**src/rtl/memory_controller.sv**
```systemverilog
// memory_controller: arbitrates instruction fetch and load/store buffer requests
// onto a byte-wide RAM/IO bus, splitting 1/2/4-byte accesses into little-endian
// byte transfers and returning assembled data with one-cycle done pulses.
module memory_controller #(
  parameter int                    ADDR_WIDTH   = 32,
  parameter logic [ADDR_WIDTH-1:0] IO_ADDR_MASK = 32'h00030000,
  parameter logic [2:0]            IF_WIDTH     = 3'd4
) (
  input  logic                  Sys_clk,
  input  logic                  Sys_rst,
  input  logic                  Sys_rdy,
  input  logic                  RoBMC_pre_judge,
  input  logic                  IFMC_en,
  input  logic [ADDR_WIDTH-1:0] IFMC_addr,
  output logic                  MCIF_en,
  output logic [31:0]           MCIF_data,
  input  logic                  LSBMC_en,
  input  logic                  LSBMC_wr,
  input  logic [2:0]            LSBMC_data_width,
  input  logic [31:0]           LSBMC_data,
  input  logic [ADDR_WIDTH-1:0] LSBMC_addr,
  output logic                  MCLSB_r_en,
  output logic                  MCLSB_w_en,
  output logic [31:0]           MCLSB_data,
  input  logic [7:0]            mem_din,
  output logic [7:0]            mem_dout,
  output logic [ADDR_WIDTH-1:0] mem_a,
  output logic                  mem_wr,
  input  logic                  io_buffer_full
);

  localparam logic [1:0] S_IDLE  = 2'd0;
  localparam logic [1:0] S_READ  = 2'd1;
  localparam logic [1:0] S_WRITE = 2'd2;
  localparam logic [1:0] S_DONE  = 2'd3;

  logic [1:0]            state_q, state_d;
  logic [1:0]            cnt_q, cnt_d;
  logic [2:0]            len_q, len_d;
  logic                  owner_lsb_q, owner_lsb_d;
  logic [31:0]           wdata_q, wdata_d;
  logic [31:0]           buf_q, buf_d;
  logic [ADDR_WIDTH-1:0] addr_q, addr_d;
  logic [7:0]            dout_q, dout_d;
  logic                  wr_q, wr_d;
  logic                  if_en_q, if_en_d;
  logic                  r_en_q, r_en_d;
  logic                  w_en_q, w_en_d;
  logic [31:0]           if_data_q, if_data_d;
  logic [31:0]           lsb_data_q, lsb_data_d;

  logic [31:0]           buf_cap;
  logic [2:0]            lsb_len;
  logic                  last_byte;
  logic                  io_blocked;

  // Buffer with the byte currently on mem_din merged into the slot for cnt_q.
  for (genvar gi = 0; gi < 4; gi++) begin : g_cap
    assign buf_cap[8*gi +: 8] = (cnt_q == 2'(gi)) ? mem_din : buf_q[8*gi +: 8];
  end

  assign last_byte  = ({1'b0, cnt_q} == (len_q - 3'd1));
  assign io_blocked = ((addr_q & IO_ADDR_MASK) == IO_ADDR_MASK) && io_buffer_full;

  assign mem_a      = addr_q;
  assign mem_dout   = dout_q;
  assign mem_wr     = wr_q && Sys_rdy && !io_blocked;
  assign MCIF_en    = if_en_q;
  assign MCIF_data  = if_data_q;
  assign MCLSB_r_en = r_en_q;
  assign MCLSB_w_en = w_en_q;
  assign MCLSB_data = lsb_data_q;

  // Map the requested LSB width to a byte count; anything unusual is a word.
  always_comb begin
    case (LSBMC_data_width)
      3'd1:    lsb_len = 3'd1;
      3'd2:    lsb_len = 3'd2;
      default: lsb_len = 3'd4;
    endcase
  end

  // Next-state logic: accept, byte sequencing, flush abort and done pulses.
  always_comb begin
    state_d     = state_q;
    cnt_d       = cnt_q;
    len_d       = len_q;
    owner_lsb_d = owner_lsb_q;
    wdata_d     = wdata_q;
    buf_d       = buf_q;
    addr_d      = addr_q;
    dout_d      = dout_q;
    wr_d        = wr_q;
    if_en_d     = if_en_q;
    r_en_d      = r_en_q;
    w_en_d      = w_en_q;
    if_data_d   = if_data_q;
    lsb_data_d  = lsb_data_q;
    if (Sys_rdy) begin
      case (state_q)
        S_IDLE: begin
          if (RoBMC_pre_judge && LSBMC_en) begin
            owner_lsb_d = 1'b1;
            len_d       = lsb_len;
            addr_d      = LSBMC_addr;
            wdata_d     = LSBMC_data;
            dout_d      = LSBMC_data[7:0];
            cnt_d       = 2'd0;
            buf_d       = 32'h0;
            wr_d        = LSBMC_wr;
            state_d     = LSBMC_wr ? S_WRITE : S_READ;
          end else if (RoBMC_pre_judge && IFMC_en) begin
            owner_lsb_d = 1'b0;
            len_d       = IF_WIDTH;
            addr_d      = IFMC_addr;
            cnt_d       = 2'd0;
            buf_d       = 32'h0;
            wr_d        = 1'b0;
            state_d     = S_READ;
          end
        end
        S_READ: begin
          if (!RoBMC_pre_judge) begin
            state_d = S_IDLE;
            cnt_d   = 2'd0;
            buf_d   = 32'h0;
          end else if (last_byte) begin
            buf_d   = buf_cap;
            cnt_d   = 2'd0;
            state_d = S_DONE;
            if (owner_lsb_q) begin
              r_en_d     = 1'b1;
              lsb_data_d = buf_cap;
            end else begin
              if_en_d   = 1'b1;
              if_data_d = buf_cap;
            end
          end else begin
            buf_d  = buf_cap;
            cnt_d  = cnt_q + 2'd1;
            addr_d = addr_q + 1'b1;
          end
        end
        S_WRITE: begin
          // Stores are already committed, so a flush does not stop them.
          if (!io_blocked) begin
            if (last_byte) begin
              wr_d    = 1'b0;
              cnt_d   = 2'd0;
              w_en_d  = 1'b1;
              state_d = S_DONE;
            end else begin
              cnt_d   = cnt_q + 2'd1;
              addr_d  = addr_q + 1'b1;
              dout_d  = wdata_q[15:8];
              wdata_d = {8'h00, wdata_q[31:8]};
            end
          end
        end
        default: begin
          if_en_d = 1'b0;
          r_en_d  = 1'b0;
          w_en_d  = 1'b0;
          state_d = S_IDLE;
        end
      endcase
    end
  end

  // State registers; reset drops everything, including any half-done write.
  always_ff @(posedge Sys_clk or posedge Sys_rst) begin
    if (Sys_rst) begin
      state_q     <= S_IDLE;
      cnt_q       <= 2'd0;
      len_q       <= 3'd0;
      owner_lsb_q <= 1'b0;
      wdata_q     <= 32'h0;
      buf_q       <= 32'h0;
      addr_q      <= '0;
      dout_q      <= 8'h0;
      wr_q        <= 1'b0;
      if_en_q     <= 1'b0;
      r_en_q      <= 1'b0;
      w_en_q      <= 1'b0;
      if_data_q   <= 32'h0;
      lsb_data_q  <= 32'h0;
    end else begin
      state_q     <= state_d;
      cnt_q       <= cnt_d;
      len_q       <= len_d;
      owner_lsb_q <= owner_lsb_d;
      wdata_q     <= wdata_d;
      buf_q       <= buf_d;
      addr_q      <= addr_d;
      dout_q      <= dout_d;
      wr_q        <= wr_d;
      if_en_q     <= if_en_d;
      r_en_q      <= r_en_d;
      w_en_q      <= w_en_d;
      if_data_q   <= if_data_d;
      lsb_data_q  <= lsb_data_d;
    end
  end

endmodule

```
**config.mk**
```make
export PLATFORM = sky130hd
export DESIGN_NAME = memory_controller
export DESIGN_NICKNAME = d
export VERILOG_FILES = /design/src/rtl/memory_controller.sv
export SDC_FILE = /design/constraint.sdc
export NUM_CORES = 1
export LEC_CHECK = 0
export CAP_MARGIN = 20
export CORE_MARGIN = 2
export CORE_UTILIZATION = 41
export DETAILED_ROUTE_END_ITERATION = 8
export PLACE_DENSITY = 0.78
export SETUP_SLACK_MARGIN = 0.3
export SLEW_MARGIN = 20
export SYNTH_ARGS = -nofsm -noshare
export SYNTH_HDL_FRONTEND = slang
export SYNTH_SLANG_ARGS = --single-unit
```
**constraint.sdc**
```tcl
create_clock -name Sys_clk -period 5.6 [get_ports Sys_clk]
set_input_delay 0.56 -clock Sys_clk [delete_from_list [all_inputs] [get_ports Sys_clk]]
set_output_delay 0.56 -clock Sys_clk [all_outputs]
set_load 0.03 [all_outputs]
```
Word level (Yosys, flattened, before mapping)
Index checks and enable logic that the tools add are counted.
{"block": "word_totals", "ff_bits": 180, "input_bits": 115, "output_inout_bits": 108, "wordCells": 119}
{"block": "op_classes", "addsub": 3, "eq_ne": 18, "muxes": 55, "bitwise": 3, "reduce_logical": 26}
{"cell": "2-to-1 mux 32 bit", "count": 11}
{"cell": "case mux 32 bit (2 select lines)", "count": 2}
{"cell": "case mux 32 bit (3 select lines)", "count": 1}
{"cell": "2-to-1 mux 8 bit", "count": 7}
{"cell": "AND reduction 5 bit", "count": 7}
{"cell": "adder 32 x 1 -> 32 bit (second input constant)", "count": 1}
{"cell": "2-to-1 mux 2 bit", "count": 11}
{"cell": "!= test 2 bit (second input constant)", "count": 8}
{"cell": "case mux 8 bit (2 select lines)", "count": 1}
{"cell": "2-to-1 mux 1 bit", "count": 13}
{"cell": "case mux 2 bit (3 select lines)", "count": 2}
{"cell": "AND reduction 3 bit", "count": 3}
{"cell": "equality test 2 bit (second input constant)", "count": 4}
{"cell": "case mux 1 bit (2 select lines)", "count": 4}
{"cell": "AND reduction 4 bit", "count": 2}
{"cell": "2-to-1 mux 3 bit", "count": 2}
{"cell": "case mux 3 bit (2 select lines)", "count": 1}
{"cell": "nonzero test 2 bit", "count": 3}
{"cell": "logical AND 1 bit", "count": 5}
{"cell": "equality test 2 x 1 -> 1 bit (second input constant)", "count": 2}
{"cell": "zero test 2 bit", "count": 2}
{"cell": "OR reduction 2 bit", "count": 2}
{"cell": "equality test 2 x 3 -> 1 bit", "count": 1}
{"cell": "equality test 3 x 1 -> 1 bit (second input constant)", "count": 1}
{"cell": "other kinds (7)", "count": 9}

Logic depth before layout (Yosys ltp)
Gate-level depths: netlist of run 1.
{"block": "depth", "depth_word": 5, "mapped_depth": 10, "depth_no_buf": 7}

Least setup slack after synthesis of run 1
No wires, ideal clock.
{"block": "synth_path", "path_kind": "register to register", "from": "register len_q[0]", "to": "register addr_q[28], in the netlist mem_a[28]", "setup_time_ns": 0.131, "arrival_ns": 1.986, "required_ns": 5.469, "setup_slack_ns": 3.483, "path_stages_with_launch": 10, "path_buffers": 2, "synth_period_minus_slack_ns": 2.117, "path_cell_list": "dfrtp_1 > inv_1 > ha_1 > xnor2_1 > nor3_2 > buf_6 > a2111o_1 > buf_6 > a2111oi_4 > nor3_1"}
{"block": "synth_via", "elab_chain_len": 5, "word_cells_on_any_way": 6, "classes_between": "add/sub (1); eq/ne (1); mux (4)"}
{"item": "from (decl)", "line_no": "39", "source": "logic [2:0] len_q, len_d;"}
{"item": "from (signal assigned)", "line_no": "190", "source": "len_q <= len_d;"}
{"item": "subtractor 3 x 1 -> 3 bit (*)", "line_no": "62", "source": "assign last_byte = ({1'b0, cnt_q} == (len_q - 3'd1));"}
{"item": "equality test 2 x 3 -> 1 bit (*)", "line_no": "62"}
{"item": "2-to-1 mux 32 bit (*)"}
{"item": "2-to-1 mux 32 bit (on tied branches)"}
{"item": "case mux 32 bit (3 select lines) (*)"}
{"item": "to (signal assigned)", "line_no": "194", "source": "addr_q <= addr_d;"}
{"item": "to (decl)", "line_no": "43", "source": "logic [ADDR_WIDTH-1:0] addr_q, addr_d;"}
Mark *: on every way between the ends. The rest lies on a longest branch, timed or not. The select of a mux whose other input is x is not followed.
A chain may end at the register's enable or synchronous reset.

Worst setup path after layout of run 1
{"block": "layout_path", "from": "register state_q[1]", "to": "register addr_q[28], in the netlist mem_a[28]"}
{"block": "layout_via", "elab_chain_len": 3, "word_cells_on_any_way": 9, "classes_between": "eq/ne (5); mux (1); reduce/logical (3)"}
{"item": "from (decl)", "line_no": "37", "source": "logic [1:0] state_q, state_d;"}
{"item": "from (signal assigned)", "line_no": "188", "source": "state_q <= state_d;"}
{"item": "equality test 2 x 1 -> 1 bit, or another cell as far along", "line_no": "100", "source": "case (state_q)"}
{"item": "!= test 2 bit (no line), or another cell as far along"}
{"item": "AND reduction 5 bit (no line)"}
Parallel ways exist; a longest one is shown, timed or not.

==> results.md, run 1 <==
* Status: completed
* GRT overflow at 0
* Power per cell area at 449.5 mW/mm²
* CTS tree: built
* Syn_nets at 983
* CTS root buffer: clkbuf_16
* Core area at 0.02089 mm²
* Placement Setup Slack at 2.441 ns
* Post-synth EDFFs at 0
* Lkg Pwr at 4.744 nW
* Top-level I/O count at 223
* Crit path largest cell delay at 0.67 ns
* Routed wire length at 23,530 µm
* Post-DRT Antenna Nets at 0
* First-pass DRT Iterations at 5
* XOR/XNOR Fraction of Synth Area at 0.3030%
* Final net count at 1,158
* RSZ-0062 raised after global routing: false
* Setup bufs post-CTS at 0
* Vias at 7,193
* Tcrit/Tclk final at 56.69%
* Setup TNS at 0 ns
* H-tree Lvls at 4
* Clock skew at 0.01228 ns
* DP HPWL at 16,370 µm
* Cell taking the most area after synthesis: dfrtp_1
* FF-to-FF Start: state_q[1]
* Post-CTS resize count at 0
* Final setup vio count at 0
* Post-Synth Simple-Gate Area at 13.01%
* Crit Path Category: flip-flop to flip-flop
* Diode count at 0
* Final Max Tran Viols at 0
* FP Rows at 53
* Crit path max-delay family: buffers and inverters
* Initial Util at 41.52%
* DRT iter0 DRCs at 583
* Area delta synth->final at 33.20%
* Register area share after synthesis at 49.63%
* Async set or reset register ratio after synthesis at 100.0%
* FF/Latch Area at 0.004304 mm²
* WL per Instance at 17.84 µm
* Reg clk slew, reported paths at 0.06 ns
* DRC viols at 0
* Share of cells above drive strength 1 at 9.004%
* Worst-Skew Late Latency at 0.44 ns
* Fin cells at 1,319
* Yosys Warn Count at 0
* Worst-path maximum fanout at 77
* Min-delay src: len_q[1]
* Adder-cell share of the synthesized area at 1.587%
* Number of global-route vias before repair at 6,967
* Vias per cell at 5.453
* Avg Cell Area, Syn at 10.12 µm²
* Global-route wire length before repair at 36,920 µm
* Fill count at 1,844
* Max-slew headroom at 35.00%
* Die Height at 149.4 µm
* Area of the mapped netlist at 0.008672 mm²
* Worst path required time at 5.91 ns
* Worst Tran Pin Value at 0.9750 ns
* Yosys cell types at 63
* Largest family of logic cells by synthesized area: compound AO/OA/AOI/OAI gates
* CP Buf/Inv Count at 3
* Initial antenna violation count at 1
* CP max-delay cell: nor4_1
* Largest net degree at the start of global routing at 99
* CTS Hold Bufs at 0
* FMAX at 0.3150 GHz
* Worst hold path type: flip-flop to flip-flop
* Multi-input logic area at 0.003963 mm²
* Complex-gate fraction of the synthesized area at 20.82%
* Post-synthesis mux area share at 9.768%
* Critical Path Start Type: flip-flop
* Synth Register Bits at 172
* Top cells by area, synth: dfrtp_1 50%, mux2i_1 7.0%, o21ai_0 6.3%, nand2_1 5.8%, a22o_1 3.5%
* Fin. Hold Viols at 0
* Clock tree buffer depth at 2
* Crit path launch: state_q[1]
* Top-area cell type share of the netlist area at 49.63%
* Total track usage at 21.03%
* Total CTS buffers at 17
* CP arrival at 3.48 ns
* Die area at 0.02233 mm²
* MaxCap Viol Count at 0
* Clock sink count at 172
* Die X at 149.4 µm
* Final WS setup at 2.425 ns
* Crit path cell chain: inv_1 -> ha_2 -> buf_4 -> clkinv_1 -> nor4_1 -> and4_1 -> nor3_1
* Top_reg_cell synth: dfrtp_1
* Maximum VDD drop at 0.3358 mV
* CP Capture Type: flip-flop
* Syn Inst Count at 857
* Clock period minus worst slack at 3.175 ns
* Placed insts at 1,288
* Port bufs at 222
* GP Congestion at 0.8461
-- cells in the mapped netlist, types with 3 or more instances --
master     number
dfrtp_1       172
nand2_1       133
o21ai_0       110
mux2i_1        61
a22o_1         35
clkbuf_1       35
a21oi_1        31
mux2_2         21
and3_1         19
nand3_1        16
o22ai_1        16
buf_1          15
inv_1          15
nand4_1        15
nand2b_1       12
a21oi_2        11
buf_2          11
ha_1           11
a2bb2oi_2      10
buf_4          10
nor2_1         10
o21ai_1         8
a211oi_1        7
and2_1          6
and4_1          6
o22a_1          6
o21a_1          5
buf_6           4
a31oi_1         3
nor4_1          3
o31ai_1         3
-- cell usage in the layout, fill, tap and decap left out, types with 7 or more instances in the layout --
cell,instances
nand3_1,16
buf_4,9
mux2_2,21
nand4_1,15
a211oi_1,7
a2bb2oi_2,10
mux2i_1,61
a21oi_1,31
o21ai_1,8
nor2_1,10
clkbuf_16,17
inv_1,14
a21oi_2,11
dfrtp_1,172
o22ai_1,16
nand2_1,133
a22o_1,35
nand2b_1,12
ha_1,9
o21ai_0,110
and3_1,19
clkdlybuf4s50_1,222
-- worst min-delay path: cells and delay by family, from the launching register on --
kind	cells	cell delay, ns
flip-flops	1	0.34
AO/OA/AOI/OAI	1	0.05
AND/OR/NAND/NOR	1	0.05
-- final timing paths --
path	to	slack, ns	cells after the start
min in group asynchronous	MCIF_data[28]	0.67	2
worst min register to register	len_q[1]	0.48	2
worst max register to register	mem_a[28]	2.43	7
worst max-delay path	mem_a[28]	2.43	7
worst min-delay path	len_q[1]	0.48	2
max in group asynchronous	mem_a[20]	3.77	3
-- where the power goes --
group	internal [mW]	switching [mW]	total, mW	leakage, nW
clock network	0.648	0.543	1.19	0.283
logic	0.887	1.29	2.18	2.20
registers	1.54	0.282	1.83	2.26
total	3.08	2.11	5.19	4.74
-- per-stage QoR --
stage / utilization, % / area (µm²) / hold WS (ns) / total power [mW]
6_report: 55.30 / 11550 / 0.4773 / 5.193
4_1_cts: 55.30 / 11550 / 0.4809 / 5.202
5_1_grt: 55.30 / 11550 / 0.4992 / 5.483
3_5_place_dp: 52.49 / 10970 / 0.4658 / 4.007
2_1_floorplan: - / 8672 / 0.4485 / 3.342
3_3_place_gp: 52.49 / 10970 / 0.4613 / 3.949
-- sequential cells by signal, summed over array words and instances, names as in the netlist --
signal	flops
MCIF_en	1
MCLSB_w_en	1
mem_a	32
wr_q	1
MCIF_data	32
owner_lsb_q	1
len_q	3
MCLSB_r_en	1
wdata_q	32
MCLSB_data	32
state_q	2
cnt_q	2
buf_q	32
-- routing by layer --
metal | wire [µm] | vias up | GRT usage, % | part of all wire [%]
li1 | - | 3441 | - | -
met1 | 9964 | 3468 | 28.20 | 42
met2 | 11630 | 254 | 33.90 | 49
met3 | 1497 | 28 | 4.878 | 6.4
met4 | 424 | 2 | 6.667 | 1.8
met5 | 16 | - | 0 | 0.068
-- cell type report --
type	count	share of cell area, %
clock inverters	12	1.148
inverters	16	0.5633
repair buffers	231	19.82
multi-input cells	594	34.30
flip-flops and latches	172	37.26
clock buffers	19	3.921
well taps	275	2.979
-- cells by family after synthesis --
kind of cell | Yosys count
xor gates and xnor gates | 3
AOI/OAI and AO/OA | 265
and+or+nand+nor | 233
muxes | 82
DFF | 172
buffers and inverters | 91
adders and majority gates | 11
(Power assumes the default switching activity.)
==> run 2, diff against run 1 <==
clock period = 2.95 ns   (was 5.6 ns; I/O delays follow)
==> results.md, run 2 (synthesis gave the netlist of run 1 again) <==
* CTS root buffer: clkbuf_16
* FP Rows at 53 (unchanged)
* MaxCap Viol Count at 0 (unchanged)
* RSZ-0062 raised after global routing: false
* Number of global-route vias before repair at 6,884 (-1.2%)
* Post-DP Area at 0.01110 mm² (+1.3%)
* Crit path cell chain: inv_1 -> ha_1 -> xnor2_1 -> nor3_2 -> a2111o_1 -> buf_4 -> nor2_1 -> a221oi_1
* Routed wire length at 22,960 µm (-2.4%)
* Most common cell after layout, fill and taps aside: clkdlybuf4s50_1
* Final net count at 1,165 (+0.60%)
* FMAX at 0.4221 GHz (+34%)
* Critical Path Start Type: flip-flop
* DRC viols at 0 (unchanged)
* Clock skew at 0.01055 ns (-0.001730 ns)
* Setup TNS at 0 ns (unchanged)
* CTS Hold Bufs at 0 (unchanged)
* Die X at 149.4 µm (unchanged)
* P_sw at 3.976 mW (+88%)
* Met1 WL at 10,010 µm (+0.44%)
* DRT iter0 DRCs at 492 (-16%)
* Setup bufs post-CTS at 0 (unchanged)
* Die Height at 149.4 µm (unchanged)
* Worst path required time at 3.28 ns (-2.63 ns)
* Comb power frac at 43.0% (+1.1 points)
* Reg clk slew, reported paths at 0.07 ns (about the same)
* Vias at 7,157 (-0.50%)
* Power per cell area at 838.1 mW/mm² (+86%)
* Final Max Tran Viols at 0 (unchanged)
* Total CTS buffers at 17 (unchanged)
* GP Congestion at 0.8638 (+2.1%)
* Clock sink count at 172 (unchanged)
* Fin. Hold Viols at 0 (unchanged)
* Lkg Pwr at 4.785 nW (+0.87%)
* Vias per cell at 5.393 (-1.1%)
* DP HPWL at 16,300 µm (-0.45%)
* Final setup vio count at 0 (unchanged)
* R2R Setup Slk at 0.58 ns (-1.84 ns)
* Max-slew headroom at 58.98% (+24 points)
* Clock tree buffer depth at 2 (unchanged)
* CP Capture Type: flip-flop
* Worst-path maximum fanout at 28 (-64%)
* Initial antenna violation count at 1 (unchanged)
* Area delta synth->final at 34.27%
* Clk pwr share at 21.5% (-1.4 points)
* Clock period minus worst slack at 2.369 ns (-0.8054 ns)
* GRT overflow at 0 (unchanged)
* Die area at 0.02233 mm² (unchanged)
* Core area at 0.02089 mm² (unchanged)
* CTS tree: built
* Share of cells above drive strength 1 at 9.601% (+0.60 points)
* Global-route wire length before repair at 36,540 µm (-1.0%)
* Worst-Skew Late Latency at 0.43 ns (about the same)
* Tcrit/Tclk final at 80.31% (+24 points)
* Routed wl met2 at 10,990 µm (-5.5%)
* FF-to-FF Start: len_q[0]
* Top-level I/O count at 223 (unchanged)
* Maximum VDD drop at 0.4688 mV (+40%)
* Worst hold path type: input pin to asynchronous set/reset pin
* First-pass DRT Iterations at 4 (-1)
* FF-to-FF End: mem_a[22]
* Int Pwr at 5.782 mW (+88%)
* Post-CTS resize count at 0 (unchanged)
* WL per Instance at 17.30 µm (-3.0%)
* Reg2Reg Depth at 8 (+1)
* Uppermost routed layer: met5
* Diode count at 0 (unchanged)
* Post-DRT Antenna Nets at 0 (unchanged)
* Crit Path Category: flip-flop to flip-flop
* CP max-delay cell: nor3_2
* H-tree Lvls at 4 (unchanged)
* Crit path largest cell delay at 0.45 ns (-0.22 ns)
* Worst Tran Pin Value at 0.6097 ns (-0.3653 ns)
* Most frequent cells in the layout: 222 x clkdlybuf4s50_1, 172 x dfrtp_1, 133 x nand2_1, 110 x o21ai_0, 61 x mux2i_1
* Largest net degree at the start of global routing at 73 (-26%)
* Status: completed
* Flop pwr share at 35.5% (+0.3 points)
* Detailed route wirelength on metal3 at 1384 µm (-7.5%)
* Port bufs at 222 (unchanged)
* Fin area at 0.01164 mm² (+0.80%)
* CP arrival at 2.70 ns (-0.78 ns)
* Total track usage at 20.75% (-0.29 points)
* Net Sw Frac at 40.75% (+0.048 points)
* Initial Util at 41.52% (unchanged)
## run 2: cell types whose count changed in the layout (fill, tap and decap cells not counted)
cell,previous run,this run
buf_12,0,7
clkinv_2,1,4
clkinvlp_4,2,5
clkbuf_8,2,0
clkinv_4,2,0
bufinv_16,1,0
clkbuf_1,0,1
clkinv_8,1,0
inv_6,4,3
inv_8,2,3
## run 2: worst max-delay path by stage
stage          startpoint            to  cells after the start
2_1_floorplan     Sys_rst  MCIF_data[0]                      1
3_5_place_dp      Sys_rdy     mem_a[28]                      6
5_1_grt          len_q[0]     mem_a[22]                      8
4_1_cts          len_q[0]     mem_a[22]                      8
6_report         len_q[0]     mem_a[22]                      8
3_3_place_gp      Sys_rdy     mem_a[28]                      6
## run 2: critical path, delay by kind of cell (launching register included)
family,cells,cell delay (ns)
and+or+nand+nor,2,0.52
AOI/OAI and AO/OA,2,0.50
buffers and inverters,2,0.42
DFF,1,0.39
adders and majority gates,1,0.30
xor gates and xnor gates,1,0.13
## run 2: power groups by stage
stage                     Combinational [mW]  Sequential, mW  Clock, mW
final                                   4.19            3.47       2.10
after CTS                               4.21            3.46       2.15
after global placement                  4.11            3.48          0
after detailed placement                4.20            3.50          0
after global routing                    4.59            3.55       2.24
after floorplan                         2.51            3.84          0
## run 2: stage by stage
step	cells	worst slack, ns	power (mW)	util, %	hold WS (ns)
global route	1327	0.3205	10.38	55.74	0.1494
detailed placement	1295	0.4620	7.698	53.16	0.4693
finish	1327	0.5807	9.759	55.74	0.1546
floorplan	857	0.4583	6.346	-	0.4440
global placement	1295	0.5424	7.591	53.16	0.4612
CTS	1327	0.5782	9.813	55.74	0.1450
## run 2: layout make-up
cell class	count	area (µm²)
sequential	172	4304
multi-input combinational	594	3963
timing repair buffer	238	2430
clock inverter	14	110.1
clock buffer	18	429.2
inverter	16	63.81
tap	275	344.1
fill	1830	9245
## run 2: per-layer routing
layer,up-vias,global-route usage [%]
met5,-,0
met4,2,8.095
met3,42,4.116
met2,222,32.91
met1,3429,28.10
li1,3462,-
==> run 3, diff against run 2 <==
PLACE_DENSITY = 0.81   (was 0.78)
clock period = 2.1 ns   (was 2.95 ns; I/O delays follow)
==> results.md, run 3 (synthesis gave the netlist of run 1 again) <==
* Status: complete, but fails checks
* Violated checks: setup timing
* Clock sink count at 172 (unchanged)
* FP Rows at 53 (unchanged)
* Core area at 0.02089 mm² (unchanged)
* Die X at 149.4 µm (unchanged)
* DRT iter0 DRCs at 615 (+25%)
* Total CTS buffers at 17 (unchanged)
* CP Capture Type: flip-flop
* H-tree Lvls at 4 (unchanged)
* Crit Path Category: flip-flop to flip-flop
* Placed insts at 1,337 (+3.2%)
* Vias at 8,202 (+15%)
* Port bufs at 222 (unchanged)
* Share of cells above drive strength 1 at 36.22% (+27 points)
* Max-slew headroom at 63.49% (+4.5 points)
* Worst hold path type: input pin to asynchronous set/reset pin
* FF/Latch Area at 0.004305 mm² (about the same)
* Total power at 16.40 mW (+68%)
* Tcrit/Tclk final at 100.2% (+20 points)
* Worst Tran Pin Value at 0.5426 ns (-0.06710 ns)
* Final net count at 1,256 (+7.8%)
* Worst-Skew Late Latency at 0.44 ns (about the same)
* Critical Path Start Type: flip-flop
* Die area at 0.02233 mm² (unchanged)
* Total track usage at 25.59% (+4.8 points)
* Flop pwr share at 30.4% (-5.1 points)
* Clock period minus worst slack at 2.105 ns (-0.2645 ns)
* Post-DRT Antenna Nets at 0 (unchanged)
* Most frequent cells in the layout: 185 x clkdlybuf4s50_1, 171 x dfrtp_1, 71 x o21ai_2, 61 x mux2i_1, 60 x nand2_4
* WL per Instance at 21.63 µm (+25%)
* Reg clk slew, reported paths at 0.07 ns (about the same)
* Fin cells at 1,418 (+6.9%)
* FF-to-FF End: mem_a[0]
* Clock skew at 0.01809 ns (+0.007547 ns)
* Clock tree buffer depth at 2 (unchanged)
* CP arrival at 2.43 ns (-0.27 ns)
* Hold slack final at 0.09472 ns (-0.05988 ns)
* Comb power frac at 50.4% (+7.4 points)
* Util after Layout at 67.71% (+12 points)
* Diode count at 0 (unchanged)
* FMAX at 0.4751 GHz (+13%)
* Area delta synth->final at 63.11%
* Number of global-route vias before repair at 8,009 (+16%)
* Int Pwr at 9.507 mW (+64%)
* CTS Hold Bufs at 0 (unchanged)
* Fin area at 0.01414 mm² (+21%)
* Global-route wire length before repair at 44,130 µm (+21%)
* Clk pwr share at 19.2% (-2.3 points)
* P_sw at 6.897 mW (+73%)
* Top-level I/O count at 223 (unchanged)
* Reg2Reg Depth at 9 (+1)
* Vias per cell at 5.784 (+7.2%)
* Multi-input logic area at 0.005096 mm² (+29%)
* Power per cell area at 1160 mW/mm² (+38%)
* Fill count at 1,510 (-17%)
* Post-DP Area at 0.01149 mm² (+3.4%)
* Final Max Tran Viols at 0 (unchanged)
* Crit path largest cell delay at 0.41 ns (-0.04 ns)
* Routed wire length at 30,670 µm (+34%)
* Initial Util at 41.52% (unchanged)
* DP HPWL at 17,010 µm (+4.3%)
* Lkg Pwr at 6.036 nW (+26%)
* DRC viols at 0 (unchanged)
* CTS root buffer: clkbuf_16
* RSZ-0062 raised after global routing: true
* Largest net degree at the start of global routing at 75 (+2.7%)
* Worst path required time at 2.43 ns (-0.85 ns)
* GRT overflow at 0 (unchanged)
* Most common cell after layout, fill and taps aside: clkdlybuf4s50_1
* Setup TNS at -0.004756 ns (-0.004756 ns)
* Worst-path maximum fanout at 5 (-82%)
* Maximum VDD drop at 0.7801 mV (+66%)
* Fin. Hold Viols at 0 (unchanged)
* CTS tree: built
* MaxCap Viol Count at 0 (unchanged)
* GP Congestion at 0.9080 (+5.1%)
* CP max-delay cell: a2111o_1
* Final WS setup at -0.004756 ns (-0.5855 ns)
* First-pass DRT Iterations at 5 (+1)
* Initial antenna violation count at 0 (-1)
* Net Sw Frac at 42.04% (+1.3 points)
* Placement Setup Slack at -0.02539 ns (-0.4874 ns)
* Final setup vio count at 1 (+1)
* FF-to-FF Start: len_q[1]
* R2R Setup Slk at -0.005 ns (-0.59 ns)
* Crit path cell chain: inv_2 -> ha_4 -> xnor2_4 -> nor3_2 -> buf_4 -> a2111o_1 -> buf_6 -> or3_1 -> o311ai_2
* Die Height at 149.4 µm (unchanged)
run 3: cell types whose count changed in the layout (fill, tap and decap cells not counted), moves of 37 or more:
cell	delta
o21ai_2	+71
nand2_2	+37
nand2_4	+60
buf_4	+39
o21ai_0	-100
clkdlybuf4s50_1	-37
nand2_1	-97
run 3: worst max-delay path by stage:
stage	start	end	cells after the start
floorplan	Sys_rst	MCIF_data[0]	1
global placement	len_q[1]	mem_a[0]	9
detailed placement	state_q[1]	mem_a[0]	8
CTS	state_q[0]	mem_a[0]	8
global route	len_q[1]	mem_a[0]	9
finish	len_q[1]	mem_a[0]	9
run 3: metal layers:
layer | wire length [µm] | up-vias | GRT usage [%] | part of all wire (%)
met3 | 1755 | 96 | 4.909 | 5.7
li1 | - | 3663 | - | -
met2 | 15480 | 352 | 42.11 | 50
met4 | 1206 | 0 | 12.19 | 3.9
met1 | 12220 | 4091 | 32.54 | 40
met5 | 0 | - | 0 | 0
run 3: critical path: cells and delay by family (launching register included):
kind / cells / cell delay (ns)
AND/OR/NAND/NOR: 2 / 0.37
AO/OA/AOI/OAI: 2 / 0.50
XOR/XNOR: 1 / 0.14
buffers and inverters: 3 / 0.40
adder cells (fa/ha/maj): 1 / 0.21
flip-flops: 1 / 0.39
run 3: power groups by stage:
stage	logic [mW]	clock network, mW	registers (mW)
finish	8.27	3.15	4.98
global route	8.79	3.32	5.08
CTS	7.08	3.13	4.81
detailed placement	6.55	0	4.85
global placement	6.40	0	4.84
floorplan	3.70	0	5.39
run 3: final cells by class:
class	count	share of cell area, %
well taps	275	2.433
repair buffers	329	26.59
clock inverters	13	0.9111
clock buffers	19	3.131
inverters	16	0.4688
flip-flops and latches	172	30.44
multi-input cells	594	36.03
run 3: repair_timing:
| action | in CTS | in global routing |
|---|---|---|
| gates resized for setup | 156 | 258 |
| setup endpoints to repair | 177 | 183 |
| gates cloned | 18 | 5 |
| endpoints found under the hold margin | 0 | 0 |
| pin swaps | 56 | 102 |
| buffers inserted | 17 | 9 |
